**config.mk**
```make
export PLATFORM = sky130hd
export DESIGN_NAME = mmio_ctrl_v2
export DESIGN_NICKNAME = d
export VERILOG_FILES = /design/src/rtl/mmio_ctrl_v2.sv
export SDC_FILE = /design/constraint.sdc
export NUM_CORES = 1
export LEC_CHECK = 0
export ABC_CLOCK_PERIOD_IN_PS = 1900
export CORE_AREA = 4 4 134 136
export CTS_CLUSTER_SIZE = 30
export DETAILED_ROUTE_END_ITERATION = 10
export DIE_AREA = 0 0 138 140
export GPL_TIMING_DRIVEN = 0
export MAX_ROUTING_LAYER = met4
export PLACE_DENSITY = 0.84
export SLEW_MARGIN = 10
export SYNTH_ARGS = -nofsm -noshare
export SYNTH_HDL_FRONTEND = slang
export SYNTH_SLANG_ARGS = --single-unit
export TNS_END_PERCENT = 10
```
**constraint.sdc**
```tcl
create_clock -name clk -period 1.9 [get_ports clk]
set_input_delay 0.19 -clock clk [delete_from_list [all_inputs] [get_ports clk]]
set_output_delay 0.19 -clock clk [all_outputs]
set_load 0.005 [all_outputs]
```
**src/rtl/mmio_ctrl_v2.sv**
```systemverilog
// mmio_ctrl_v2: I/O window at the top of the word-address space.
// Stores drive output regs; loads read synchronised inputs or RAM.
module mmio_ctrl_v2 #(
  parameter int addr_width = 10,
  parameter int data_width = 32,
  parameter int n_out      = 2,
  parameter int n_in       = 1
) (
  input  logic                        clk,
  input  logic                        rst,
  input  logic                        wr_en,
  input  logic                        rd_en,
  input  logic [addr_width-1:0]       addr,
  input  logic [data_width-1:0]       wr_data,
  input  logic [data_width-1:0]       mem_rd_data,
  input  logic [n_in*data_width-1:0]  phys_in,
  output logic                        mem_we,
  output logic                        mem_re,
  output logic [n_out*data_width-1:0] out_data,
  output logic [data_width-1:0]       rd_data,
  output logic                        rd_valid,
  output logic                        io_err
);

  localparam int DW = data_width;
  localparam logic [4:0] NO = 5'(n_out);
  localparam logic [4:0] NI = 5'(n_in);

  logic [5:0] off;
  logic [1:0] grp;
  logic [3:0] idx;
  logic       win;
  logic       rd_ok;
  logic       out_hit;
  logic       lvl_hit;
  logic       evt_hit;
  logic       bad;

  logic [n_in*DW-1:0]  s1;
  logic [n_in*DW-1:0]  s2;
  logic [n_in*DW-1:0]  s3;
  logic [n_in*DW-1:0]  evt;
  logic [n_in*DW-1:0]  set;
  logic [n_in*DW-1:0]  clr;
  logic [n_out*DW-1:0] out_q;

  logic [DW-1:0] out_sel;
  logic [DW-1:0] lvl_sel;
  logic [DW-1:0] evt_sel;
  logic [DW-1:0] io_nxt;
  logic [DW-1:0] rd_io_q;
  logic          rd_mem;

  // TOP - addr is the bitwise complement when TOP is all ones
  assign off = ~addr[5:0];
  assign win = &addr[addr_width-1:6];
  assign grp = off[5:4];
  assign idx = off[3:0];

  assign rd_ok   = rd_en & ~wr_en;
  assign out_hit = win & (grp == 2'd0) & ({1'b0, idx} < NO);
  assign lvl_hit = win & (grp == 2'd1) & ({1'b0, idx} < NI);
  assign evt_hit = win & (grp == 2'd2) & ({1'b0, idx} < NI);
  assign bad     = win & ~out_hit & ~lvl_hit & ~evt_hit;

  assign mem_we = wr_en & ~win;
  assign mem_re = rd_ok & ~win;

  assign set = s2 & ~s3;

  always_comb begin
    out_sel = '0;
    lvl_sel = '0;
    evt_sel = '0;
    clr     = '0;
    for (int k = 0; k < n_out; k++)
      if (idx == 4'(k))
        out_sel = out_q[k*DW +: DW];
    for (int j = 0; j < n_in; j++)
      if (idx == 4'(j)) begin
        lvl_sel = s2[j*DW +: DW];
        evt_sel = evt[j*DW +: DW] | set[j*DW +: DW];
        if (rd_ok & evt_hit)
          clr[j*DW +: DW] = {DW{1'b1}};
      end
  end

  always_comb begin
    io_nxt = '0;
    unique case (1'b1)
      out_hit: io_nxt = out_sel;
      lvl_hit: io_nxt = lvl_sel;
      evt_hit: io_nxt = evt_sel;
      default: io_nxt = '0;
    endcase
  end

  always_ff @(posedge clk or negedge rst) begin
    if (!rst) begin
      s1       <= '0;
      s2       <= '0;
      s3       <= '0;
      evt      <= '0;
      out_q    <= '0;
      rd_valid <= 1'b0;
      io_err   <= 1'b0;
      rd_mem   <= 1'b0;
      rd_io_q  <= '0;
    end else begin
      s1       <= phys_in;
      s2       <= s1;
      s3       <= s2;
      evt      <= (evt & ~clr) | set;
      rd_valid <= rd_ok;
      io_err   <= (wr_en & win & ~out_hit)
                | (rd_ok & bad);
      if (rd_ok) begin
        rd_mem  <= ~win;
        rd_io_q <= io_nxt;
      end
      if (wr_en & out_hit)
        for (int k = 0; k < n_out; k++)
          if (idx == 4'(k))
            out_q[k*DW +: DW] <= wr_data;
    end
  end

  assign rd_data  = rd_mem ? mem_rd_data : rd_io_q;
  assign out_data = out_q;

endmodule

```
==> out/results.ini, run 1 <==
[cts]
numCtsBuffers=23
h-tree-depth=1
cts_tree=built
clk_pin_slew_ns=0.07
numClockSinks=227
root_buffer=clkbuf_16
clockBufferDepth=3
clk_latency_ns=0.50

[global_routing]
grt_usage_pct=23.3
grt_overflow=0
grt_first_pass_wirelength_mm=35.2
first_global_vias=6616
antenna_found_initial=0
grt_max_degree=99

[sta]
tightest_slew_ns=0.578
rsz0062_at_grt=yes
fmax_mhz=513
final_period_minus_worst_setup_slack_ns=1.95
hold_viol_final=0
maxSlewViolCount=0
max-slew-margin-rel_pct=61.4
layout_setup_ws_ns=-0.0508
finalSetupViolCount=7
timing.final.crit_share_pct=103
fin_skew_ns=0.00932

[die]
start_util_pct=52.3
num_io_pins=210
core-area_mm2=0.0169
die-area_mm2=0.0193
fp.dieH_um=140
die_width_um=138
fp-row-count=48

[power]
power.density_mw_per_mm2=890
leakage_nw=5.41
vdd_ir_drop_max_mv=0.657

[setup_path]
worstPathCellList=buf_12 > clkbuf_16 > buf_6 > mux2_4 > buf_6
reg2reg_slack_ns=0.66
worstPathRequired_ns=1.71
crit_type=register to output port
critPathBufInv=4
cp_common_cell=buf_6
arrival_ns=1.76
end_kind=output port
start_kind=register
slowest_delay_ns=0.43
worst_path_dominant_cell_family=buffers and inverters
path_max_fanout=5
cp_slowest_cell=dfrtp_2

[synthesis]
yosysWarningCount=0
synthTopCellsByArea=dfrtp_1, mux2_2, mux2_4
yosysTopAreaCell=dfrtp_1
ys_ff_latch=227
synth_cell_types=30
avgSynthCellArea_um2=14.6
synth_seq_area_share_pct=64.2
synth.most_common_cell=dfrtp_1
synth_nets=716
syn_area_mm2=0.00885
synth_edf_count=0
synthArstFlopShare_pct=100
synth_flop_cell=dfrtp_1
synthCells=606
synth_common_cells=dfrtp_1, mux2_2, nand2_1, nor2b_1, a21o_1
yosysTopAreaCellShare_pct=64.2

[placement]
hpwl_mm=15.7
dp_cells=1042
io_buffers=209
dpl_cell_area_mm2=0.0113
gp_congestion=0.822

[routing]
vias_per_cell=5.49
wl_per_cell_um=20.5
vias=5995
drc=0
drtIter0Drc=267
drtAntennaViolNets=0
firstDrtPassIters=4
routed_wl_mm=22.4

[status]
violations=setup timing
status=finished with violations

[cells_and_area]
stdcell_area_mm2=0.0121
drive_above_1_share_pct=27.6
instances_no_fill=1092
diodes=0
fin_nets=960
areaGrowthSynthToFinish_pct=36.9

[flow_run]
maxCapViolations=0

[worst_hold_path]
hold_class=input port to register

-- final cells by class --
cell class	count	area, um^2
inverter	1	3.75
buffer	35	262
fill	1141	4820
timing repair buffer	220	2100
clock buffer	28	634
sequential	227	5680
clock inverter	14	188
multi-input combinational	342	2960
tap	225	282
-- power by group --
| group | switching (mW) | internal [mW] | total [mW] |
|---|---|---|---|
| sequential | 0.0694 | 4.96 | 5.03 |
| clock | 1.88 | 2.94 | 4.81 |
| combinational | 0.392 | 0.548 | 0.939 |
| total | 2.34 | 8.45 | 10.8 |
-- kinds of logic after synthesis --
| kind of cell | Yosys count | synth area share [%] |
|---|---|---|
| flip-flops | 227 | 64.2 |
| AO/OA/AOI/OAI | 131 | 10.6 |
| multiplexers | 128 | 17.6 |
| AND/OR/NAND/NOR | 82 | 5.08 |
| buffers and inverters | 37 | 2.45 |
| adder cells (fa/ha/maj) | 1 | 0.113 |
-- worst paths after layout --
kind | start | end | depth (start not counted)
max in group asynchronous | rst | s1[3] | 4
max | rd_mem | rd_data[12] | 5
max reg2reg | out_data[14] | rd_io_q[14] | 3
min in group asynchronous | rst | out_data[48] | 2
min | phys_in[16] | s1[16] | 1
min reg2reg | s1[1] | s2[1] | 0
-- cells in the final DEF, fill, tap and decap left out, types with 2 or more instances in the layout --
| cell | count |
|---|---|
| o21a_1 | 32 |
| dfrtp_1 | 226 |
| nor2b_1 | 34 |
| mux2_4 | 31 |
| clkbuf_16 | 25 |
| and3b_1 | 2 |
| o21ai_0 | 23 |
| nor2_1 | 2 |
| buf_8 | 3 |
| bufinv_16 | 4 |
| buf_2 | 15 |
| clkinv_2 | 5 |
| buf_4 | 8 |
| mux2_2 | 94 |
| clkbuf_2 | 27 |
| clkbuf_1 | 11 |
| clkinvlp_4 | 3 |
| nand2_1 | 34 |
| o21ai_1 | 9 |
| nand3_1 | 2 |
| a21o_1 | 33 |
| a221oi_1 | 32 |
| clkbuf_8 | 6 |
| clkdlybuf4s50_1 | 175 |
| mux2_1 | 3 |
| buf_16 | 2 |
| buf_6 | 8 |
-- state kept, by name (all words and copies together), names as in the netlist --
| register | count |
|---|---|
| evt | 32 |
| io_err | 1 |
| out_data | 64 |
| rd_io_q | 32 |
| rd_mem | 1 |
| rd_valid | 1 |
| s1 | 32 |
| s2 | 32 |
| s3 | 32 |
-- repair_timing --
action	CTS	global route
resized for setup	84	37
cloned	2	0
endpoints found under the hold margin	135	0
setup buffers	6	0
setup endpoints to repair	33	29
hold buffers	1	0
-- layer usage --
metal  global-route usage, %  part of all wire (%)  wire length, um  up-vias
met5                       -                     0                0        -
met4                    6.08                   2.6              583        0
met3                    4.47                   5.3             1180       43
met2                    40.1                    51            11400      215
met1                    28.7                    41             9240     3071
li1                        -                     -                -     2666
-- stage by stage --
stage / total power [mW] / hold slack [ns] / setup slack [ns] / TNS [ns] / util, %
2_1_floorplan: 5.41 / -0.106 / 0.478 / 0 / -
3_3_place_gp: 5.99 / 0.334 / -8.12 / -1869.42 / 66.3
3_5_place_dp: 6.04 / 0.0800 / -0.481 / -37.68 / 66.6
4_1_cts: 10.9 / 0.101 / -0.129 / -1.16 / 72.2
5_1_grt: 11.1 / 0.107 / -0.0873 / -0.510 / 71.5
6_report: 10.8 / 0.118 / -0.0508 / -0.218 / 71.5
-- worst reg2reg max path, delay by kind of cell, from the launching register on --
family	cells	cell delay, ns
AOI/OAI and AO/OA	2	0.42
muxes	1	0.28
DFF	1	0.40
Note: power is estimated with default switching activity, not from simulation.
==> run 2, diff against run 1 <==
--- a/config.mk
+++ b/config.mk
@@ -5,7 +5,6 @@
 export SDC_FILE = /design/constraint.sdc
 export NUM_CORES = 1
 export LEC_CHECK = 0
-export ABC_CLOCK_PERIOD_IN_PS = 1900
 export CORE_AREA = 4 4 134 136
 export CTS_CLUSTER_SIZE = 30
 export DETAILED_ROUTE_END_ITERATION = 10
==> constraint.sdc (replaced) <==
create_clock -name clk -period 1.9 [get_ports clk]
set_input_delay 0.19 -clock clk [delete_from_list [all_inputs] [get_ports clk]]
set_output_delay 0.19 -clock clk [all_outputs]
set_load 0.02 [all_outputs]
==> run 2 against run 1 <==
Against the previous run:
- the run still ends with setup timing left
- setup slack got worse by 0.077 ns
- largest cell class unchanged
- via count shrank 0.43%
- utilization decreased by 0.052 points
- critical path type unchanged
- critical endpoint is now rd_data[4]
- register-to-register slack about the same
- global-route usage down 0.15 points
==> out/results.ini, run 2 (synthesis results as in run 1) <==
[setup_path]
start_kind=register  ; unchanged
critPathBufInv=4  ; unchanged
worstPathCellList=buf_12 > clkbuf_16 > buf_6 > mux2_4 > buf_6  ; unchanged
end_kind=output port  ; unchanged
crit_type=register to output port  ; unchanged
crit_path_start=rd_mem  ; unchanged
cp_slowest_cell=dfrtp_2  ; unchanged
worst_path_dominant_cell_family=buffers and inverters  ; unchanged
path_max_fanout=5  ; unchanged
worstPathRequired_ns=1.71  ; about the same
arrival_ns=1.84  ; was 1.76 ns
cp_common_cell=buf_6  ; unchanged
slowest_delay_ns=0.48  ; was 0.43 ns
reg2reg_from=s2[14]  ; was out_data[14]

[sta]
tightest_slew_ns=0.587  ; was 0.578 ns
timing.final.crit_share_pct=107  ; was 103%
hold_viol_final=0  ; unchanged
fin_skew_ns=0.00691  ; was 0.00932 ns
hold_ws_ns=0.121  ; was 0.118 ns
finalSetupViolCount=11  ; was 7
layout_setup_ws_ns=-0.128  ; was -0.0508 ns
finalSetupTns_ns=-0.495  ; was -0.218 ns
rsz0062_at_grt=yes  ; unchanged
fmax_mhz=493  ; was 513 MHz
max-slew-margin-rel_pct=60.9  ; was 61.4%
maxSlewViolCount=0  ; unchanged
final_period_minus_worst_setup_slack_ns=2.03  ; was 1.95 ns

[cells_and_area]
largest_register_ffs=64  ; unchanged
stdcell_area_mm2=0.0121  ; about the same
diodes=0  ; unchanged
instances_no_fill=1089  ; was 1092
drive_above_1_share_pct=27.3  ; was 27.6%
final_cell_mix=dfrtp_1, clkdlybuf4s50_1, mux2_2  ; unchanged
fin_nets=957  ; was 960
fillers=1138  ; was 1141
register_area_mm2=0.00568  ; unchanged
areaGrowthSynthToFinish_pct=36.8  ; was 36.9%
final_util_pct=71.5  ; about the same
layout_commonest_cell=dfrtp_1  ; unchanged
multiInputGateArea_mm2=0.00296  ; about the same

[routing]
drtIter0Drc=280  ; was 267
wl_per_cell_um=20.4  ; was 20.5 um
drtAntennaViolNets=0  ; unchanged
vias_per_cell=5.48  ; was 5.49
firstDrtPassIters=4  ; unchanged
drc=0  ; unchanged
routed_wl_mm=22.2  ; was 22.4 mm
vias=5969  ; was 5995

[cts]
numClockSinks=227  ; unchanged
numCtsBuffers=23  ; unchanged
clk_latency_ns=0.50  ; about the same
root_buffer=clkbuf_16  ; unchanged
cts_tree=built  ; unchanged
clk_pin_slew_ns=0.06  ; was 0.07 ns
clockBufferDepth=3  ; unchanged
h-tree-depth=1  ; unchanged

[global_routing]
gr-usage-met3_pct=4.47  ; unchanged
grt_overflow=0  ; unchanged
grt_use_met2_pct=39.8  ; was 40.1%
grtUsageMet1_pct=28.6  ; was 28.7%
grt_max_degree=99  ; unchanged
antenna_found_initial=0  ; unchanged
grt_first_pass_wirelength_mm=35.0  ; was 35.2 mm
grt.busiest_layer=met2  ; unchanged
first_global_vias=6567  ; was 6616
grt_usage_pct=23.2  ; was 23.3%

[worst_hold_path]
hold_class=input port to register  ; unchanged
min_from=phys_in[25]  ; was phys_in[16]

[power]
leakage_nw=5.40  ; was 5.41 nW
intPower_mw=8.44  ; was 8.45 mW
power_frac_seq_pct=46.4  ; was 46.7%
vdd_ir_drop_max_mv=0.657  ; about the same
netSwitchingPower_mw=2.42  ; was 2.34 mW
p_sw_share_pct=22.3  ; was 21.7%
power.density_mw_per_mm2=898  ; was 890 mW/mm^2
pwr-share-clk_pct=44.2  ; was 44.6%
finalPower_mw=10.9  ; was 10.8 mW
combPwrFrac_pct=9.4  ; was 8.7%

[placement]
dp_cells=1042  ; unchanged
io_buffers=209  ; unchanged
gp_congestion=0.822  ; unchanged
hpwl_mm=15.7  ; unchanged
dpl_cell_area_mm2=0.0113  ; unchanged
dpl_worst_slack_ns=-0.574  ; was -0.481 ns

[die]
fp.dieH_um=140  ; unchanged
die-area_mm2=0.0193  ; unchanged
fp-row-count=48  ; unchanged
start_util_pct=52.3  ; unchanged
die_width_um=138  ; unchanged
num_io_pins=210  ; unchanged
core-area_mm2=0.0169  ; unchanged

[status]
status=finished with violations  ; unchanged
violations=setup timing  ; unchanged

[flow_run]
maxCapViolations=0  ; unchanged

run 2: cell types whose count changed in the layout (fill, tap and decap cells not counted), sizes merged:
| cell | delta |
|---|---|
| buf | +14 |
| clkdlybuf4s15 | +2 |
| dlygate4sd2 | -1 |
| clkbuf | -18 |
run 2: metal layers:
metal  routed length [um]  share of wire, %  vias up
met2                11300                51      236
li1                     -                 -     2658
met1                 8970                40     3033
met3                 1400               6.3       42
met5                    0                 0        -
met4                  569               2.6        0
run 2: area by class of cell:
| class | count | area share [%] |
|---|---|---|
| Sequential cell | 227 | 46.9 |
| Multi-Input combinational cell | 342 | 24.5 |
| Timing Repair Buffer | 217 | 17.4 |
| Clock buffer | 28 | 5.24 |
| Tap cell | 225 | 2.33 |
| Buffer | 35 | 2.09 |
| Clock inverter | 14 | 1.55 |
| Inverter | 1 | 0.0310 |
run 2: final timing paths:
path / slack, ns / endpoint / cells past startpoint
worst max register to register: 0.66 / rd_io_q[14] / 4
worst max-delay path: -0.13 / rd_data[4] / 5
max in group asynchronous: 0.61 / out_data[22] / 4
worst min-delay path: 0.12 / s1[25] / 1
worst min register to register: 0.35 / s2[1] / 0
min in group asynchronous: 0.15 / out_data[48] / 2
run 2: power by group through the flow:
stage                     clock network, mW  logic [mW]  registers (mW)
after global routing                   5.09        1.09            5.05
after floorplan                           0       0.393            5.12
after detailed placement                  0        1.02            5.12
after CTS                              4.88        1.03            5.04
final                                  4.80        1.03            5.04
after global placement                    0       0.977            5.11
run 2: repair_timing:
item	4_1_cts	5_1_grt
gates cloned	1	0
hold endpoints to repair	135	0
pin swaps	0	0
setup endpoints to repair	33	24
setup buffers	4	0
hold buffers	1	0
gates resized for setup	110	32
==> run 3, diff against run 2 <==
--- a/config.mk
+++ b/config.mk
@@ -5,13 +5,14 @@
 export SDC_FILE = /design/constraint.sdc
 export NUM_CORES = 1
 export LEC_CHECK = 0
-export CORE_AREA = 4 4 134 136
+export ABC_AREA = 1
+export CORE_AREA = 4 4 138 140
 export CTS_CLUSTER_SIZE = 30
 export DETAILED_ROUTE_END_ITERATION = 10
-export DIE_AREA = 0 0 138 140
+export DIE_AREA = 0 0 142 144
 export GPL_TIMING_DRIVEN = 0
 export MAX_ROUTING_LAYER = met4
-export PLACE_DENSITY = 0.84
+export PLACE_DENSITY = 0.83
 export SLEW_MARGIN = 10
 export SYNTH_ARGS = -nofsm -noshare
 export SYNTH_HDL_FRONTEND = slang
==> run 3 against run 2 <==
Against the previous run:
- the flow still finishes with violations (setup timing)
- via count rose by 38%
- sequential cell count stayed put
- fmax is 2.0% higher
- register-to-register slack better by 0.18 ns
- clock skew grew 0.010 ns
- first-iteration DRC count rose to 2.8 times the previous value
- critical path type unchanged
==> out/results.ini, run 3 <==
[cts]
numCtsBuffers=24  ; was 23
clk_pin_slew_ns=0.06  ; about the same
numClockSinks=227  ; unchanged
h-tree-depth=1  ; unchanged
clk_latency_ns=0.52  ; was 0.50 ns
clockBufferDepth=3  ; unchanged
root_buffer=clkbuf_16  ; unchanged
cts_tree=built  ; unchanged

[placement]
dpl_worst_slack_ns=-0.475  ; was -0.574 ns
hpwl_mm=18.9  ; was 15.7 mm
io_buffers=209  ; unchanged
gp_congestion=0.895  ; was 0.822

[cells_and_area]
final_util_pct=71.3  ; was 71.5%
largest_register_ffs=64  ; unchanged
final_cell_mix=nand2_1, dfrtp_1, clkdlybuf4s50_1  ; was dfrtp_1, clkdlybuf4s50_1, mux2_2
fillers=1287  ; was 1138
fin_nets=1387  ; was 957
diodes=0  ; unchanged
layout_commonest_cell=nand2_1  ; was dfrtp_1
drive_above_1_share_pct=13.0  ; was 27.3%
areaGrowthSynthToFinish_pct=34.6  ; was 36.8%

[setup_path]
slowest_delay_ns=0.38  ; was 0.48 ns
crit_type=register to output port  ; unchanged
worstPathRequired_ns=1.71  ; about the same
arrival_ns=1.80  ; was 1.84 ns
path_max_fanout=10  ; was 5
reg2reg_from=s2[21]  ; was s2[14]
worstPathCellList=buf_12 > buf_12 > mux2_2 > clkdlybuf4s15_1  ; was buf_12 > clkbuf_16 > buf_6 > mux2_4 > buf_6
crit_path_start=rd_mem  ; unchanged
cp_slowest_cell=dfrtp_2  ; unchanged
reg2reg_depth=6  ; was 4
end_kind=output port  ; unchanged
start_kind=register  ; unchanged
crit_cells=4  ; was 5
cp_common_cell=buf_12  ; was buf_6
critPathBufInv=3  ; was 4
worst_path_dominant_cell_family=buffers and inverters  ; unchanged

[die]
num_io_pins=210  ; unchanged
die-area_mm2=0.0204  ; was 0.0193 mm^2
fp-row-count=49  ; was 48
core-area_mm2=0.0178  ; was 0.0169 mm^2
die_width_um=142  ; was 138 um
start_util_pct=52.9  ; was 52.3%
fp.dieH_um=144  ; was 140 um

[sta]
timing.final.crit_share_pct=105  ; was 107%
fin_skew_ns=0.0169  ; was 0.00691 ns
max-slew-margin-rel_pct=56.2  ; was 60.9%
rsz0062_at_grt=yes  ; unchanged
maxSlewViolCount=0  ; unchanged
hold_viol_final=0  ; unchanged
layout_setup_ws_ns=-0.0893  ; was -0.128 ns
tightest_slew_ns=0.658  ; was 0.587 ns
fmax_mhz=503  ; was 493 MHz
final_period_minus_worst_setup_slack_ns=1.99  ; was 2.03 ns
finalSetupViolCount=3  ; was 11

[synthesis]
synthCells=1032  ; was 606
synth_top_family_by_area=simple AND/OR/NAND/NOR gates  ; was multiplexers
synthTopCellsByArea=dfrtp_1, nand2_1, nand3_1  ; was dfrtp_1, mux2_2, mux2_4
synthArstFlopShare_pct=100  ; unchanged
yosysWarningCount=0  ; unchanged
syn_area_mm2=0.00945  ; was 0.00885 mm^2
synth_flop_cell=dfrtp_1  ; unchanged
synth_xor_area_share_pct=0  ; unchanged
synth-simple-area-share_pct=27.6  ; was 5.07%
synth_compound_area_share_pct=1.87  ; was 10.6%
synthAdderAreaFrac_pct=0  ; was 0.113%
synth_cell_types=20  ; was 30
yosysTopAreaCellShare_pct=60.1  ; was 64.2%
synth.most_common_cell=nand2_1  ; was dfrtp_1
ys_ff_latch=227  ; unchanged
avgSynthCellArea_um2=9.15  ; was 14.6 um^2
synth_seq_area_share_pct=60.1  ; was 64.2%
synth_edf_count=0  ; unchanged
yosysTopAreaCell=dfrtp_1  ; unchanged
synth_nets=1142  ; was 716
synth_common_cells=nand2_1, dfrtp_1, nand3_1  ; was dfrtp_1, mux2_2, nand2_1, nor2b_1, a21o_1
muxShareOfSynthArea_pct=3.82  ; was 17.6%

[global_routing]
grt_overflow=0  ; unchanged
grt_max_degree=117  ; was 99
antenna_found_initial=0  ; unchanged
grt_usage_pct=27.1  ; was 23.2%
first_global_vias=8365  ; was 6567
grt_first_pass_wirelength_mm=42.7  ; was 35.0 mm

[routing]
vias_per_cell=5.40  ; was 5.48
drtIter0Drc=783  ; was 280
drtAntennaViolNets=0  ; unchanged
drc=0  ; unchanged
firstDrtPassIters=9  ; was 4
vias=8231  ; was 5969
wl_per_cell_um=17.9  ; was 20.4 um
routed_wl_mm=27.3  ; was 22.2 mm

[status]
status=finished with violations  ; unchanged
violations=setup timing  ; unchanged

[worst_hold_path]
hold-path-cell-count=1  ; unchanged
min_from=phys_in[20]  ; was phys_in[25]
hold_class=input port to register  ; unchanged

[power]
leakage_nw=6.47  ; was 5.40 nW
vdd_ir_drop_max_mv=0.692  ; was 0.657 mV
power.density_mw_per_mm2=836  ; was 898 mW/mm^2

[flow_run]
maxCapViolations=0  ; unchanged

run 3: cell count changes after synthesis, sizes merged, moves of 29 or more:
cell	previous run	this run
inv	1	72
o21a	32	0
a21o	33	0
buf	22	51
nand2	34	393
nand4	2	64
nor2b	34	0
nand3	2	132
mux2	128	32
a221oi	32	0
run 3: where the power goes:
| group | switching, mW | internal (mW) |
|---|---|---|
| Clock | 1.83 | 2.85 |
| Sequential | 0.0581 | 4.95 |
| Combinational | 0.498 | 0.451 |
| Total | 2.39 | 8.25 |
run 3: per-stage QoR:
| step | cell area, um^2 | power (mW) | std cells | hold slack [ns] | setup TNS [ns] |
|---|---|---|---|---|---|
| final | 12700 | 10.6 | 1523 | 0.108 | -0.211 |
| after global routing | 12700 | 11.0 | 1523 | 0.0928 | -0.373 |
| after floorplan | 9450 | 5.43 | 1032 | -0.106 | 0 |
| after global placement | 11800 | 5.99 | 1470 | 0.333 | -1974.38 |
| after detailed placement | 11900 | 6.01 | 1472 | 0.267 | -22.89 |
| after CTS | 12700 | 10.6 | 1515 | 0.102 | -4.26 |
run 3: final timing paths:
check	to	slack, ns
setup / recovery	rd_data[17]	-0.09
hold / removal	s1[20]	0.11
setup reg to reg	rd_io_q[21]	0.84
hold reg to reg	s2[5]	0.34
max in group asynchronous	rd_io_q[8]	0.66
min in group asynchronous	out_data[5]	0.29
run 3: area by class of cell:
cell class,instances,area (um^2),area share (%)
flip-flops and latches,227,5680,44.7
multi-input cells,668,3150,24.7
repair buffers,221,2140,16.9
clock buffers,39,758,5.96
plain buffers,63,382,3.00
well taps,229,287,2.25
inverters,72,270,2.13
clock inverters,4,45.0,0.354
run 3: repair_timing:
action / CTS / global route
pin swaps: 0 / 1
hold buffers: 1 / 0
gates resized for setup: 49 / 71
setup endpoints to repair: 34 / 31
cloned: 0 / 2
buffers inserted: 1 / 6
endpoints found under the hold margin: 111 / 0
run 3: logic make-up (layout without fill, tap and decap cells):
group / Yosys count / in the layout
AO/OA/AOI/OAI: 35 / 35
buffers and inverters: 137 / 399
flip-flops: 227 / 227
multiplexers: 32 / 32
AND/OR/NAND/NOR: 601 / 601
run 3: metal layers:
metal	global-route usage (%)	vias to the layer above	wire, um
met1	34.5	3993	11000
met2	44.0	351	13500
li1	-	3823	-
met4	8.59	0	738
met5	-	-	0
met3	5.65	64	2090
run 3: worst reg2reg max path: stages (launching register included):
cell,delay [ns]
dfrtp_1,0.40
nand2_1,0.09
nand2_1,0.06
nand4_1,0.09
nand3_1,0.16
nand2_1,0.10
nand2_1,0.05
